<file path="config.mk">
export PLATFORM = sky130hd
export DESIGN_NAME = mul4_seq_sched_flat
export DESIGN_NICKNAME = d
export VERILOG_FILES = /design/src/rtl/mul4_seq_sched_if.sv /design/src/rtl/mul4_seq_sched.sv /design/src/flat_wrapper.sv
export SDC_FILE = /design/constraint.sdc
export NUM_CORES = 1
export LEC_CHECK = 0
export ABC_AREA = 1
export CAP_MARGIN = 20
export CORE_MARGIN = 10
export CORE_UTILIZATION = 65
export DETAILED_ROUTE_END_ITERATION = 16
export DONT_BUFFER_PORTS = 1
export GPL_TIMING_DRIVEN = 0
export PLACE_DENSITY = 0.81
export SYNTH_ARGS = -nofsm -noshare
export SYNTH_HDL_FRONTEND = slang
export SYNTH_SLANG_ARGS = --single-unit
</file>
<file path="constraint.sdc">
create_clock -name clk -period 12.8 [get_ports clk]
set_clock_uncertainty 0.15 [all_clocks]
set_input_delay 1.92 -clock clk [delete_from_list [all_inputs] [get_ports clk]]
set_output_delay 1.92 -clock clk [all_outputs]
set_load 0.005 [all_outputs]
</file>
<file path="src/rtl/mul4_seq_sched_if.sv">
// Handshake and data bundle between the operand source / result consumer and mul4_seq_sched.
interface mul4_seq_sched_if;
  logic        in_valid;
  logic        in_ready;
  logic [15:0] a1;
  logic [15:0] a0;
  logic [15:0] b1;
  logic [15:0] b0;
  logic        out_valid;
  logic        out_ready;
  logic [15:0] y3;
  logic [15:0] y2;
  logic [15:0] y1;
  logic [15:0] y0;
  logic        busy;

  modport master (
    output in_valid, a1, a0, b1, b0, out_ready,
    input  in_ready, out_valid, y3, y2, y1, y0, busy
  );

  modport slave (
    input  in_valid, a1, a0, b1, b0, out_ready,
    output in_ready, out_valid, y3, y2, y1, y0, busy
  );
endinterface

</file>
<file path="src/rtl/mul4_seq_sched.sv">
// 32x32->64 multiply sequenced over one shared 16x16 multiplier in four partial-product steps.
// Optional MUL4_SEQ_ZERO_SKIP_EN: steps whose limb product is trivially zero are skipped.
module mul4_seq_sched (
  input  logic clk,
  input  logic rst_n,
  mul4_seq_sched_if.slave bus
);

  typedef enum logic [1:0] {S_IDLE, S_MUL, S_DONE} state_t;

  state_t      r_state;
  state_t      w_state_nxt;
  logic [1:0]  r_step;
  logic [3:0]  r_run;
  logic [15:0] r_a1, r_a0, r_b1, r_b0;
  logic [63:0] r_acc;
  logic [63:0] r_y;

  logic [3:0]  w_run_in;
  logic [1:0]  w_step_first;
  logic [1:0]  w_step_next;
  logic        w_has_next;
  logic [15:0] w_op_a, w_op_b;
  logic [31:0] w_pp;
  logic [63:0] w_pp_sh;
  logic [63:0] w_acc_sum;
  logic        w_accept;

`ifdef MUL4_SEQ_ZERO_SKIP_EN
  // Bit k set means step k has a non-zero partial product and must be executed.
  assign w_run_in = { (bus.a1 != 16'd0) && (bus.b1 != 16'd0),
                      (bus.a0 != 16'd0) && (bus.b1 != 16'd0),
                      (bus.a1 != 16'd0) && (bus.b0 != 16'd0),
                      (bus.a0 != 16'd0) && (bus.b0 != 16'd0) };
`else
  assign w_run_in = 4'hF;
`endif

  assign w_accept = (r_state == S_IDLE) && bus.in_valid;

  always_comb begin
    w_step_first = 2'd0;
    for (int k = 3; k >= 0; k--) begin
      if (w_run_in[k]) w_step_first = 2'(k);
    end
  end

  always_comb begin
    w_has_next  = 1'b0;
    w_step_next = r_step;
    for (int k = 3; k >= 0; k--) begin
      if (r_run[k] && (k > int'(r_step))) begin
        w_has_next  = 1'b1;
        w_step_next = 2'(k);
      end
    end
  end

  // Step encoding: bit0 selects the high A limb, bit1 the high B limb.
  assign w_op_a = r_step[0] ? r_a1 : r_a0;
  assign w_op_b = r_step[1] ? r_b1 : r_b0;
  assign w_pp   = {16'd0, w_op_a} * {16'd0, w_op_b};

  always_comb begin
    w_pp_sh = {32'd0, w_pp};
    case (r_step)
      2'd1, 2'd2: w_pp_sh = {16'd0, w_pp, 16'd0};
      2'd3:       w_pp_sh = {w_pp, 32'd0};
      default:    w_pp_sh = {32'd0, w_pp};
    endcase
  end

  assign w_acc_sum = r_acc + w_pp_sh;

  always_comb begin
    w_state_nxt   = r_state;
    bus.in_ready  = 1'b0;
    bus.out_valid = 1'b0;
    bus.busy      = 1'b0;
    case (r_state)
      S_IDLE: begin
        bus.in_ready = 1'b1;
        if (bus.in_valid) w_state_nxt = (w_run_in == 4'd0) ? S_DONE : S_MUL;
      end
      S_MUL: begin
        bus.busy = 1'b1;
        if (!w_has_next) w_state_nxt = S_DONE;
      end
      S_DONE: begin
        bus.out_valid = 1'b1;
        if (bus.out_ready) w_state_nxt = S_IDLE;
      end
      default: w_state_nxt = S_IDLE;
    endcase
  end

  always_ff @(posedge clk or negedge rst_n) begin
    if (!rst_n) begin
      r_state <= S_IDLE;
      r_step  <= 2'd0;
      r_run   <= 4'd0;
      r_a1    <= 16'd0;
      r_a0    <= 16'd0;
      r_b1    <= 16'd0;
      r_b0    <= 16'd0;
      r_acc   <= 64'd0;
      r_y     <= 64'd0;
    end else begin
      r_state <= w_state_nxt;
      if (w_accept) begin
        r_a1  <= bus.a1;
        r_a0  <= bus.a0;
        r_b1  <= bus.b1;
        r_b0  <= bus.b0;
        r_acc <= 64'd0;
        r_run <= w_run_in;
        r_step <= w_step_first;
        if (w_run_in == 4'd0) r_y <= 64'd0;
      end else if (r_state == S_MUL) begin
        r_acc <= w_acc_sum;
        if (w_has_next) r_step <= w_step_next;
        else            r_y    <= w_acc_sum;
      end
    end
  end

  assign bus.y3 = r_y[63:48];
  assign bus.y2 = r_y[47:32];
  assign bus.y1 = r_y[31:16];
  assign bus.y0 = r_y[15:0];

endmodule

</file>
<file path="src/flat_wrapper.sv">
// flat-port wrapper written by rule: the top's interface ports become plain ports
module mul4_seq_sched_flat 
  (clk, rst_n, bus_in_valid, bus_a1, bus_a0, bus_b1, bus_b0, bus_out_ready, bus_in_ready, bus_out_valid, bus_y3, bus_y2, bus_y1, bus_y0, bus_busy);
  mul4_seq_sched_if bus_i ();
  input  logic clk;
  input  logic rst_n;
  input wire logic [$bits(bus_i.in_valid)-1:0] bus_in_valid;
  input wire logic [$bits(bus_i.a1)-1:0] bus_a1;
  input wire logic [$bits(bus_i.a0)-1:0] bus_a0;
  input wire logic [$bits(bus_i.b1)-1:0] bus_b1;
  input wire logic [$bits(bus_i.b0)-1:0] bus_b0;
  input wire logic [$bits(bus_i.out_ready)-1:0] bus_out_ready;
  output wire logic [$bits(bus_i.in_ready)-1:0] bus_in_ready;
  output wire logic [$bits(bus_i.out_valid)-1:0] bus_out_valid;
  output wire logic [$bits(bus_i.y3)-1:0] bus_y3;
  output wire logic [$bits(bus_i.y2)-1:0] bus_y2;
  output wire logic [$bits(bus_i.y1)-1:0] bus_y1;
  output wire logic [$bits(bus_i.y0)-1:0] bus_y0;
  output wire logic [$bits(bus_i.busy)-1:0] bus_busy;
  assign bus_i.in_valid = bus_in_valid;
  assign bus_i.a1 = bus_a1;
  assign bus_i.a0 = bus_a0;
  assign bus_i.b1 = bus_b1;
  assign bus_i.b0 = bus_b0;
  assign bus_i.out_ready = bus_out_ready;
  assign bus_in_ready = bus_i.in_ready;
  assign bus_out_valid = bus_i.out_valid;
  assign bus_y3 = bus_i.y3;
  assign bus_y2 = bus_i.y2;
  assign bus_y1 = bus_i.y1;
  assign bus_y0 = bus_i.y0;
  assign bus_busy = bus_i.busy;
  mul4_seq_sched u_core (.clk(clk), .rst_n(rst_n), .bus(bus_i));
endmodule
</file>
==> flow_summary.json <==
{
  "status": "finished, final reports clean",
  "synth_edf_count": 0,
  "start_kind": "flip-flop",
  "ys_warn_count": 0,
  "clk_pin_slew_ps": 80,
  "initial_core_util_pct": 66.1,
  "grt_max_degree": 198,
  "fin_crit_ps": 10020,
  "clock_latency_ps": 460,
  "routed-via-count": 20700,
  "arrival_ps": 10210,
  "rrSetupSlack_ps": 2780,
  "nFillCells": 2680,
  "io_buffers": 0,
  "syn_nets": 3404,
  "gp_congestion": 1.05,
  "rows": 66,
  "drc": 0,
  "routedWlPerCell_um": 21.6,
  "yosys-top-cells-area": "dfrtp_1 (23%), fa_1 (18%), nand2_1 (15%), ha_1 (9.8%), inv_1 (7.9%)",
  "die_area_sq_um": 40900,
  "maxSlewHeadroom_pct": 24.3,
  "post-dp-hpwl_um": 60500,
  "synthFlopType": "dfrtp_1",
  "clockBufferDepth": 2,
  "first_global_vias": 21300,
  "max_freq_ghz": 0.0998,
  "slowest_stage": "clkbuf_1",
  "finalSetupViolations": 0,
  "final.setup.tns_ps": 0,
  "cp-end-kind": "flip-flop",
  "post-route-period-util_pct": 78.3,
  "synth_top_cell_area_share_pct": 22.8,
  "drive_gt1_share_pct": 6.92,
  "crit_type": "reg -> reg",
  "ys_ff_latch": 197,
  "worstMarginPinSlew_ps": 1120,
  "wirelength_um": 74400,
  "fp.dieH_um": 202,
  "cpMostUsedCell": "nand2_1",
  "multi_input_area_sq_um": 14600,
  "diodes": 0,
  "ys_seq_area_share_pct": 22.8,
  "report.final.slew_viol_count": 0,
  "cts-root-buf": "clkbuf_16",
  "syn_area_per_cell_sq_um": 7.27,
  "hold_path_class": "reg -> reg",
  "dr.pass1.iters": 6,
  "cts_buffers": 17,
  "core_area_sq_um": 32700,
  "synth_area_sq_um": 21600,
  "crit_path_max_incr_delay_ps": 650,
  "vias_per_cell": 5.99,
  "overflow": 0,
  "postCtsSetupBuffers": 0,
  "grt_pass1_wl_um": 116000,
  "ys_async_sr_fraction_pct": 100,
  "drv_cap": 0,
  "path_max_fanout": 10,
  "cts_max_level": 4,
  "final_nets": 3425,
  "antenna_found_initial": 0,
  "synth_top_area_cell": "dfrtp_1",
  "drt_iter0_markers": 2213,
  "rsz0062_at_grt": "no",
  "grt.total_usage_pct": 36.3,
  "cts_resized": 0,
  "cts_hold_buf": 0,
  "area_growth_pct": 5.54,
  "cts_sinks": 197,
  "syn_inst": 2971,
  "fp.dieW_um": 202,
  "hold_viol": 0,
  "synth.distinct_cells": 50,
  "cts_tree": "done",
  "ant_nets": 0,
  "seqCellArea_sq_um": 4930,
  "io_pins": 135,
  "critPathRequiredTime_ps": 12990
}
## flip-flops by register name, summed over array words and instances (netlist names)
name,cells
u_core.r_state,2
u_core.r_b1,16
u_core.r_acc,64
u_core.r_b0,16
u_core.r_y,64
u_core.r_run,1
u_core.r_a0,16
u_core.r_step,2
u_core.r_a1,16
## layer usage
metal	track usage, %	part of all wire, %	vias to the layer above
li1	-	-	9270
met1	41.3	36	9829
met2	61.0	47	1242
met3	6.97	9.2	318
met4	24.7	7.7	0
met5	0	0	-
## worst max-delay path, delay by kind of cell, from the launching register on
kind	cells	cell delay [ps]
AO/OA/AOI/OAI	2	540
XOR/XNOR	1	540
adder cells (fa/ha/maj)	8	3850
buffers and inverters	11	1890
flip-flops	1	400
AND/OR/NAND/NOR	20	2490
## placed cells by master, fill, tap and decap left out, types with 5 or more instances in the layout
cell and instances:
nand2_1 887, inv_1 455, nor2_1 288, dfrtp_1 197, fa_1 195, ha_1 170
nand3_1 139, o21ai_0 123, a21oi_1 119, clkbuf_1 36, or2_2 32, inv_2 31
xnor2_1 24, xor2_1 23, nand2_2 21, o22ai_1 21, buf_2 20, o21ai_2 18
clkbuf_16 17, nor3_1 16, nor2_2 15, o21ai_1 14, nand3b_1 13, nand4_1 13
o21bai_1 11, buf_1 10, a21o_1 8, nor2_4 7, nor4_2 7, a21oi_2 6
or2_1 6, o21a_1 6, a21boi_0 5, clkinv_4 5
## stage by stage
stage	area (sq um)	util [%]	worst slack, ps	hold WS, ps	std cells
2_1_floorplan	21600	-	5190	291	2971
6_report	22800	69.7	2780	333	3447
3_5_place_dp	22200	67.8	3120	308	3415
3_3_place_gp	22200	67.8	3120	304	3413
4_1_cts	22800	69.7	3020	331	3447
5_1_grt	22800	69.7	2380	345	3447
## cells in the mapped netlist, types with 2 or more instances
library cell / number
a21o_1: 8
nor3b_1: 2
nor2_4: 7
clkbuf_1: 36
o21ai_1: 14
inv_1: 455
o21a_1: 6
o211ai_1: 2
o21bai_1: 11
a21oi_2: 6
nand3_2: 3
xnor2_1: 24
nor3_2: 4
nor4_2: 7
o22ai_1: 21
nand2_1: 887
buf_1: 10
nand3b_1: 13
o21ai_2: 18
o21ai_0: 123
a211oi_1: 2
ha_1: 170
nor4_1: 4
a21oi_1: 119
nand2_2: 21
xor2_1: 23
nor2_1: 288
nand4_1: 13
fa_1: 195
clkinv_1: 3
nand3_1: 139
o21bai_2: 4
inv_2: 31
nor2_2: 15
nor3_1: 16
or2_1: 6
or2_2: 32
a21boi_0: 5
a21oi_4: 2
dfrtp_1: 197
buf_2: 20
## worst paths after layout
path,start,end,depth (start not counted)
max reg2reg,u_core.r_step[1]$_DFFE_PN0P_,u_core.r_y[63]$_DFFE_PN0P_,42
max,u_core.r_step[1]$_DFFE_PN0P_,u_core.r_y[63]$_DFFE_PN0P_,42
min reg2reg,u_core.r_b1[8]$_DFFE_PN0P_,u_core.r_b1[8]$_DFFE_PN0P_,2
min,u_core.r_b1[8]$_DFFE_PN0P_,u_core.r_b1[8]$_DFFE_PN0P_,2
max in group asynchronous,rst_n,u_core.r_acc[56]$_DFFE_PN0P_,0
min in group asynchronous,rst_n,u_core.r_b0[1]$_DFFE_PN0P_,0
## kinds of logic after synthesis
logic type	count (synthesis)	share of synthesized area, %
simple gates	1460	28.4
buf+inv	557	9.81
fa+ha+maj	365	27.9
compound gates	345	9.20
flops	197	22.8
xor+xnor	47	1.91
## cell type report
cell class | count | area share, %
Multi-Input combinational cell | 2217 | 63.8
Clock buffer | 18 | 1.93
Clock inverter | 14 | 0.834
Tap cell | 442 | 2.42
Timing Repair Buffer | 2 | 0.0658
Buffer | 68 | 1.25
Inverter | 489 | 8.05
Sequential cell | 197 | 21.6
Power is not shown: default switching activity piles up to over one toggle a cycle in this logic, so the estimate is an artifact.
